<file path="src/rtl/fan_speed_ctrl.sv">
// Four-level thermal fan controller with hysteresis, debounce,
// ramped duty command, sensor timeout and invalid-code fault.
module fan_speed_ctrl #(
  parameter int SENSOR_W = 8,
  parameter int CRS_W    = 4,
  parameter int T_ON1    = 35,
  parameter int T_ON2    = 40,
  parameter int T_ON3    = 45,
  parameter int T_OFF1   = 25,
  parameter int T_OFF2   = 35,
  parameter int T_OFF3   = 40,
  parameter int DUTY1    = 4,
  parameter int DUTY2    = 6,
  parameter int DUTY3    = 8,
  parameter int DUTY_MAX = 15,
  parameter int DEB_N    = 3,
  parameter int RAMP_DIV = 4,
  parameter int TIMEOUT  = 1000
) (
  input  logic                       clk,
  input  logic                       rstn,
  input  logic                       en,
  input  logic                       sensor_valid,
  input  logic signed [SENSOR_W-1:0] sensor,
  output logic [CRS_W-1:0]           crs_o,
  output logic [2:0]                 level_o,
  output logic                       fault_o,
  output logic                       ramping_o
);

  typedef enum logic [2:0] {
    S_OFF   = 3'd0,
    S_L1    = 3'd1,
    S_L2    = 3'd2,
    S_L3    = 3'd3,
    S_FAULT = 3'd4
  } state_t;

  localparam int DW = $clog2(DEB_N + 1);
  localparam int TW = $clog2(TIMEOUT);
  localparam int PW = (RAMP_DIV > 1) ? $clog2(RAMP_DIV) : 1;

  localparam logic signed [SENSOR_W-1:0] ON1  = SENSOR_W'(T_ON1);
  localparam logic signed [SENSOR_W-1:0] ON2  = SENSOR_W'(T_ON2);
  localparam logic signed [SENSOR_W-1:0] ON3  = SENSOR_W'(T_ON3);
  localparam logic signed [SENSOR_W-1:0] OFF1 = SENSOR_W'(T_OFF1);
  localparam logic signed [SENSOR_W-1:0] OFF2 = SENSOR_W'(T_OFF2);
  localparam logic signed [SENSOR_W-1:0] OFF3 = SENSOR_W'(T_OFF3);
  localparam logic signed [SENSOR_W-1:0] BAD  =
    {1'b1, {(SENSOR_W-1){1'b0}}};

  localparam logic [CRS_W-1:0] D1   = CRS_W'(DUTY1);
  localparam logic [CRS_W-1:0] D2   = CRS_W'(DUTY2);
  localparam logic [CRS_W-1:0] D3   = CRS_W'(DUTY3);
  localparam logic [CRS_W-1:0] DMAX = CRS_W'(DUTY_MAX);

  state_t          level;
  logic            fault_q;
  logic [CRS_W-1:0] crs_q;
  logic [DW-1:0]   deb_cnt;
  logic            deb_up;
  logic [TW-1:0]   to_cnt;
  logic [PW-1:0]   presc;

  logic            up_c;
  logic            dn_c;
  logic            go_up;
  logic            cand;
  logic            commit;
  logic            bad_code;
  logic            tmo;
  logic            pulse;
  logic [DW-1:0]   deb_nxt;
  logic [CRS_W-1:0] lvl_tgt;
  logic [CRS_W-1:0] tgt;
  logic [CRS_W-1:0] crs_ramp;

  // Per-level threshold candidates and duty target
  always_comb begin
    up_c    = 1'b0;
    dn_c    = 1'b0;
    lvl_tgt = '0;
    unique case (level)
      S_OFF: begin
        up_c = sensor > ON1;
      end
      S_L1: begin
        up_c    = sensor > ON2;
        dn_c    = sensor < OFF1;
        lvl_tgt = D1;
      end
      S_L2: begin
        up_c    = sensor > ON3;
        dn_c    = sensor < OFF2;
        lvl_tgt = D2;
      end
      S_L3: begin
        dn_c    = sensor < OFF3;
        lvl_tgt = D3;
      end
      S_FAULT: begin
        lvl_tgt = DMAX;
      end
      default: ;
    endcase
  end

  // Debounce, fault detection and ramp step selection
  always_comb begin
    go_up    = up_c & ~dn_c;
    cand     = up_c | dn_c;
    deb_nxt  = (deb_cnt != '0 && deb_up == go_up)
             ? deb_cnt + 1'b1 : DW'(1);
    commit   = cand && (deb_nxt == DW'(DEB_N));
    bad_code = sensor_valid && (sensor == BAD);
    tmo      = !sensor_valid && (to_cnt == TW'(TIMEOUT - 1));
    pulse    = (presc == PW'(RAMP_DIV - 1));
    tgt      = en ? lvl_tgt : '0;
    crs_ramp = crs_q;
    if (pulse && crs_q < tgt)
      crs_ramp = crs_q + 1'b1;
    else if (pulse && crs_q > tgt)
      crs_ramp = crs_q - 1'b1;
  end

  // Level FSM, counters and duty register
  always_ff @(posedge clk or negedge rstn) begin
    if (!rstn) begin
      level   <= S_OFF;
      fault_q <= 1'b0;
      crs_q   <= '0;
      deb_cnt <= '0;
      deb_up  <= 1'b0;
      to_cnt  <= '0;
      presc   <= '0;
    end else begin
      presc <= pulse ? '0 : presc + 1'b1;
      crs_q <= crs_ramp;
      if (!en) begin
        level   <= S_OFF;
        fault_q <= 1'b0;
        deb_cnt <= '0;
        to_cnt  <= '0;
      end else if (bad_code || tmo) begin
        level   <= S_FAULT;
        fault_q <= 1'b1;
        crs_q   <= DMAX;
        deb_cnt <= '0;
        to_cnt  <= '0;
      end else if (sensor_valid) begin
        to_cnt <= '0;
        if (level == S_FAULT) begin
          level   <= S_L3;
          fault_q <= 1'b0;
          deb_cnt <= '0;
        end else if (!cand) begin
          deb_cnt <= '0;
        end else if (commit) begin
          deb_cnt <= '0;
          level   <= go_up ? state_t'(level + 3'd1)
                           : state_t'(level - 3'd1);
        end else begin
          deb_cnt <= deb_nxt;
          deb_up  <= go_up;
        end
      end else begin
        to_cnt <= to_cnt + 1'b1;
      end
    end
  end

  assign crs_o     = crs_q;
  assign level_o   = level;
  assign fault_o   = fault_q;
  assign ramping_o = (crs_q != tgt);

endmodule

</file>
<file path="config.mk">
export PLATFORM = sky130hd
export DESIGN_NAME = fan_speed_ctrl
export DESIGN_NICKNAME = d
export VERILOG_FILES = /design/src/rtl/fan_speed_ctrl.sv
export SDC_FILE = /design/constraint.sdc
export NUM_CORES = 1
export LEC_CHECK = 0
export BUFFER_PORTS_ARGS = -buffer_cell sky130_fd_sc_hd__buf_4
export CAP_MARGIN = 5
export CORE_ASPECT_RATIO = 1.25
export CORE_MARGIN = 3
export CORE_UTILIZATION = 57
export DETAILED_ROUTE_END_ITERATION = 10
export PLACE_DENSITY = 0.79
export SYNTH_ARGS = -nofsm -noshare
export SYNTH_HDL_FRONTEND = slang
export SYNTH_SLANG_ARGS = --single-unit
</file>
<file path="constraint.sdc">
create_clock -name clk -period 3.3 [get_ports clk]
set_input_delay 0.495 -clock clk [delete_from_list [all_inputs] [get_ports clk]]
set_output_delay 0.495 -clock clk [all_outputs]
set_load 0.005 [all_outputs]
</file>
Word-level counts from Yosys, hierarchy flattened
Index checks and enable logic that the tools add are counted.

Register bits: 23. Output and inout bits: 9.

Muxes and demuxes: 30. $add $sub $neg: 7. Bitwise logic cells: 6. Reduce and logical (&&, ||, !) cells: 13. Order comparisons: 8. Eq/ne operators: 14.

Operators with widths (number): 10-bit 2-to-1 mux (3); 8-bit by 7-bit > comparator with 1-bit output, second input constant (3); 3-bit 2-to-1 mux (7); 4-bit 2-to-1 mux (5); 8-bit by 7-bit less-than comparator with 1-bit output, second input constant (2); 2-bit 2-to-1 mux (8); 4-bit case mux with 4 select lines (1); 10-bit by 1-bit adder with 10-bit output, second input constant (1); 10-bit equality test, second input constant (1); 8-bit equality test, second input constant (1); 8-bit by 6-bit less-than comparator with 1-bit output, second input constant (1); 4-bit by 1-bit != test with 1-bit output, second input constant (2); 3-bit by 2-bit equality test with 1-bit output, second input constant (2); 1-bit logical AND (6); 3-bit by 1-bit != test with 1-bit output, second input constant (2); 1-bit case mux with 3 select lines (2); 6-bit AND reduction (1); 2-bit by 1-bit adder with 2-bit output, second input constant (2); 4-bit by 1-bit adder with 4-bit output, second input constant (1); 2-bit equality test, second input constant (2); 4-bit > comparator (1); 4-bit less-than comparator (1); 1-bit 2-to-1 mux (4); 4-bit != test (1); 15 further kinds (18).

Logic depth before layout (Yosys ltp)
Gate-level depths: netlist of run 1.

Word-level depth: 15. Mapped depth: 12. Mapped depth without buffers: 12.

Worst setup path after synthesis of run 1
No wires, ideal clock.

Kind: reg2reg. Start: register level[0] (netlist: level_o[0]). End: register crs_q[3] (netlist: crs_o[3]). Path buffers: 0. Data arrival time: 2.531 ns. Clock period less this slack: 2.656 ns. Path slack: 0.644 ns. Stages on the path, launching flop included: 13. Cells stage by stage: dfrtp_1 -> inv_1 -> ha_1 -> and2_1 -> o21ai_0 -> ha_1 -> nor2b_1 -> o21a_1 -> o21a_1 -> nor3b_1 -> a22oi_1 -> xor2_1 -> nand2_1.

Cells in the longest elaborated chain, start to end: 9.

Ends and longest elaborated chain: start, declared (line 57) `state_t level;`; start signal, assigned (line 160) `level <= go_up ? state_t'(level + 3'd1)`; 3-bit equality test, or another cell as far along (line 83) `unique case (level)`; 4-bit case mux with 4 select lines (*) (line 83); 4-bit 2-to-1 mux (*) (line 118) `tgt = en ? lvl_tgt : '0;`; 4-bit > comparator (line 122) `else if (pulse && crs_q > tgt)`; 1-bit logical AND (line 122); 4-bit 2-to-1 mux (line 122); 4-bit 2-to-1 mux (*) (line 120) `if (pulse && crs_q < tgt)`; 4-bit 2-to-1 mux (line 144) `end else if (bad_code || tmo) begin`; 4-bit 2-to-1 mux (*) (line 139) `if (!en) begin`; end signal, assigned (line 138) `crs_q <= crs_ramp;`; end, declared (line 59) `logic [CRS_W-1:0] crs_q;`.

Mark *: on every way between the ends. The rest lies on a longest branch, timed or not. A chain may end at the register's enable or synchronous reset.

Worst setup path in the final report of run 1
Ends and elaborated chain as after synthesis.

==> metrics.yaml, run 1 <==
critical_path:
  crit_slowest_cell: "dfrtp_1"
  r2r_slack_ps: 520
  r2r_end: "crs_o[3]"
  cp_data_arrival_time_ps: 3000
  cp_slowest_stage_delay_ps: 450
  rr_worst_depth: 12
  cp-end-kind: "flop"
  crit_chain: "inv_1 -> ha_1 -> and2_1 -> o21ai_0 -> ha_1 -> nor2b_1 -> o21a_1 -> o21a_1 -> o211a_1 -> a22oi_1 -> xor2_1 -> nand2_1"
  r2r-start: "level_o[0]"
  path_buf_inv: 1
  crit_family: "compound AO/OA/AOI/OAI gates"
  crit_type: "reg -> reg"
  cp-start-kind: "flop"
  critPathRequiredTime_ps: 3520
  path_max_fanout: 6
synth:
  synth_edf_count: 0
  avgSynthCellArea_sq_um: 9.19
  ys_ff_latch: 23
  yosys.area.top_type: "dfrtp_1"
  yosysTopAreaCellShare: 0.348
  synthCells: 180
  synth_fp_nets: 207
  async_reset_ff_frac: 1.00
  synthDistinctLibCells: 51
  ys_seq_area_frac: 0.348
  yosys-top-cells-area: "dfrtp_1 35%, ha_1 11%, nor2_1 5.2%"
  yosys_warnings: 0
  synth_ff_type: "dfrtp_1"
  synth_area_sq_um: 1650
cells_and_area:
  nNetsFinal: 230
  final_cells: 236
  fin_area_sq_um: 1870
  n_fill_cell: 220
  final_cell_mix: "23 x nor2_1, 23 x dfrtp_1, 20 x buf_4"
  fin_util: 0.685
  antenna_cells: 0
  area_delta_synth_final_pct: 13.1
  drive_gt1_frac: 0.173
die:
  die_area_sq_um: 3590
  rows: 21
  core_sq_um: 2730
  die_h_microns: 66.2
  die_x_microns: 54.2
  pin_count: 21
  start_util: 0.605
clock_network:
  htree_levels: 1
  clk_pin_slew_ps: 140
  postCtsSetupRepairBufs: 0
  cts_tree: "yes"
  clock_latency_ps: 320
  cts.sinks: 23
  numCtsBuffers: 3
  hold_buffers: 0
  clock-root-buffer: "clkbuf_4"
  clk_path_buf_depth: 2
timing:
  layout_min_cycle_time_ps: 2780
  final.setup.tns_ps: 0
  max_freq_mhz: 360
  hold_violations: 0
  period_share: 0.843
  slew_violations: 0
  fin_skew_ps: 10.1
  rsz0062_at_grt: "no"
  setup_viol: 0
  worst_pin_slew_ps: 444
  setup_ws_ps: 520
  timing.hold.ws_ps: 33.4
  relSlewSlack: 0.696
placed_design:
  io_buffers: 20
  dp.cells: 232
  placed_area_sq_um: 1840
  gp_congestion: 0.878
  place_ws_ps: 371
  place_hpwl_microns: 2800
run:
  cap_violations: 0
drt:
  drc: 0
  viasPerCell: 5.89
  ant_nets: 0
  totalWireLength_microns: 3570
  firstDrtPassIters: 4
  dr.first_iter.drc_count: 31
  vias: 1390
  post_drt_wl_per_cell_microns: 15.1
run_status:
  run_status: "complete, no violations"
global_route:
  grt_usage: 0.229
  grt_pass1_vias: 1396
  grt_pass1_wl_microns: 6070
  grt_max_degree: 24
  overflow: 0
  antenna_found_initial: 0
power:
  power_mw: 1.09
  leakagePower_nw: 0.854
  vdd_drop_max_mv: 0.388
  cellPowerDensity_nw_per_um2: 585
min_path:
  hp-class: "in -> async"
## flip-flops by register name, summed over array words and instances (netlist names)
register / cells
presc: 2
crs_o: 4
level_o: 3
deb_up: 1
to_cnt: 10
deb_cnt: 2
fault_o: 1
## where the power goes
part           leakage, nW  switching, mW  internal [mW]  total, mW
logic                0.534          0.293          0.271      0.564
registers            0.302         0.0674          0.327      0.395
clock network       0.0177         0.0912         0.0454      0.137
## how the worst max path moves through the flow
| stage | from | endpoint | cells after the start |
|---|---|---|---|
| floorplan | level_o[0] | crs_o[3] | 12 |
| global placement | level_o[0] | crs_o[3] | 12 |
| detailed placement | level_o[0] | crs_o[2] | 12 |
| CTS | level_o[0] | crs_o[2] | 12 |
| global route | level_o[0] | crs_o[2] | 12 |
| finish | level_o[0] | crs_o[3] | 12 |
## layer usage
layer | track usage | up-vias | share of wire
li1 | - | 687 | -
met1 | 0.270 | 672 | 0.42
met2 | 0.392 | 22 | 0.52
met3 | 0.0316 | 9 | 0.028
met4 | 0.109 | 0 | 0.026
met5 | 0 | - | 0
## synthesized netlist by cell type, drive strengths merged (2+ instances only)
library cell	instances
nor2	24
dfrtp	23
ha	15
inv	15
nand2	11
o21ai	8
nand3	7
nor3	7
xor2	7
a21oi	5
nor2b	5
xnor2	5
nand2b	4
and3	3
nand4	3
o21a	3
o311ai	3
a21boi	2
a22oi	2
a31oi	2
and2	2
mux2i	2
o211a	2
o211ai	2
## what timing repair did
action                                  CTS  global route
endpoints found under the setup margin    0             1
endpoints found under the hold margin     0             0
gates resized for setup                   0             1
## area by class of cell
cell class	instances	area [sq um]	area share
multi-input combinational	140	1020	0.544
sequential	23	576	0.308
tap	34	42.5	0.0227
timing repair buffer	20	150	0.0803
clock inverter	1	5.00	0.00268
inverter	15	56.3	0.0301
clock buffer	3	22.5	0.0120
## cell families after synthesis
logic type	count (synthesis)	share of synthesized area
DFF	23	0.348
AOI/OAI and AO/OA	38	0.192
muxes	3	0.0212
and+or+nand+nor	72	0.222
buffers and inverters	17	0.0393
adders and majority gates	15	0.113
xor gates and xnor gates	12	0.0635
No activity file was read; power rests on OpenSTA's default activity.
==> run 2, diff against run 1 <==
CORE_UTILIZATION = 52   (was 57)
PLACE_DENSITY = 0.76   (was 0.79)
clock period = 2.47 ns   (was 3.3 ns; I/O delays follow)
==> metrics.yaml, run 2 (synthesis results as in run 1) <==
clock_network:
  numCtsBuffers: 3
  clock_latency_ps: 330
  cts_tree: "yes"
  cts.sinks: 23
  clk_pin_slew_ps: 160
  clock-root-buffer: "clkbuf_4"
  htree_levels: 1
  clk_path_buf_depth: 2
timing:
  timing.hold.ws_ps: 305
  setup_viol: 3
  period_share: 1.01
  final.setup.tns_ps: -77.5
  layout_min_cycle_time_ps: 2510
  relSlewSlack: 0.671
  hold_violations: 0
  fin_skew_ps: 23.0
  setup_ws_ps: -35.4
  slew_violations: 0
  rsz0062_at_grt: "yes"
  worst_pin_slew_ps: 490
  max_freq_mhz: 399
critical_path:
  path_max_fanout: 5
  crit_start: "level_o[1]"
  cp-end-kind: "flop"
  r2r-start: "level_o[1]"
  cp-start-kind: "flop"
  cp_data_arrival_time_ps: 2750
  critPathRequiredTime_ps: 2710
  crit_type: "reg -> reg"
cells_and_area:
  final_cell_mix: "38 x buf_4, 22 x dfrtp_1, 21 x nor2_1"
  drive_gt1_frac: 0.354
  regMostFlops: "to_cnt"
  nNetsFinal: 251
  n_fill_cell: 209
  area_delta_synth_final_pct: 33.7
  antenna_cells: 0
  final_cells: 259
  final_common_cell: "buf_4"
  largest_register_ffs: 10
  fin_util: 0.737
drt:
  post_drt_wl_per_cell_microns: 16.1
  viasPerCell: 5.83
  firstDrtPassIters: 4
  drc: 0
  vias: 1509
  dr.first_iter.drc_count: 35
  totalWireLength_microns: 4180
  ant_nets: 0
run:
  cap_violations: 0
global_route:
  antenna_found_initial: 0
  overflow: 0
  grt_pass1_vias: 1536
  grt_pass1_wl_microns: 6730
  grt_max_degree: 24
  grt_usage: 0.213
power:
  leakagePower_nw: 0.965
  vdd_drop_max_mv: 0.728
  power_mw: 1.79
  cellPowerDensity_nw_per_um2: 808
die:
  pin_count: 21
  core_sq_um: 3000
  die_h_microns: 69.1
  die_area_sq_um: 3900
  start_util: 0.551
  die_x_microns: 56.4
  rows: 22
placed_design:
  place_hpwl_microns: 3020
  dp.cells: 247
  io_buffers: 20
  gp_congestion: 0.897
min_path:
  hp-class: "in -> reg"
  min_from: "sensor_valid"
run_status:
  run_status: "finished, violations left"
  violations: "setup timing"
run 2: cell count changes in the layout (fill, tap and decap cells not counted), sizes merged:
| cell | delta |
|---|---|
| buf | +20 |
| dlygate4sd3 | +1 |
run 2: timing repair:
| action | CTS | global route |
|---|---|---|
| pin swaps | 10 | 12 |
| gates resized for setup | 21 | 15 |
| endpoints found under the hold margin | 23 | 0 |
| setup endpoints to repair | 8 | 9 |
| hold buffers | 1 | 0 |
| buffers inserted | 3 | 4 |
run 2: path summary, 6_finish.rpt:
check                      cells after the start  slack (ps)          to
max reg2reg                                   11         -40  level_o[1]
max in group asynchronous                      2        1760    presc[1]
min reg2reg                                    1         440    presc[0]
max                                           11         -40  level_o[1]
min in group asynchronous                      2         430    crs_o[2]
min                                            2         310  deb_cnt[0]
run 2: area by class of cell:
cell class              instances  area [sq um]  area share
multi-input cells             140          1190       0.537
inverters                      15          56.3      0.0255
clock buffers                   3          22.5      0.0102
repair buffers                 41           318       0.144
flip-flops and latches         23           577       0.261
well taps                      36          45.0      0.0204
clock inverters                 1          5.00     0.00226
run 2: report_power, final:
group	leakage, nW	internal, mW	switching [mW]	total [mW]
clock network	0.0177	0.0608	0.133	0.193
logic	0.646	0.544	0.515	1.06
registers	0.301	0.439	0.0953	0.534
total	0.965	1.04	0.743	1.79
run 2: per-layer routing:
| layer | up-vias | wire [microns] | track usage | part of all wire |
|---|---|---|---|---|
| li1 | 730 | - | - | - |
| met1 | 743 | 1690 | 0.224 | 0.40 |
| met2 | 30 | 2310 | 0.411 | 0.55 |
| met3 | 6 | 131 | 0.0281 | 0.031 |
| met4 | 0 | 52 | 0.0818 | 0.012 |
| met5 | - | 0 | 0 | 0 |
run 2: worst max-delay path, cell delays in order (launching register included):
cell,delay [ps]
dfrtp_2,480
buf_6,140
ha_4,160
ha_4,160
nand2b_4,140
a221oi_4,250
o311ai_4,170
nor3_2,230
buf_4,140
nor2_2,40
o21ai_4,190
mux2_4,320
run 2: stage by stage:
stage / setup WS [ps] / instance area (sq um)
after floorplan: 9.34 / 1680
after global placement: -77.2 / 1960
after detailed placement: -121 / 1960
after CTS: -27.9 / 2100
after global routing: -163 / 2210
final: -35.4 / 2210
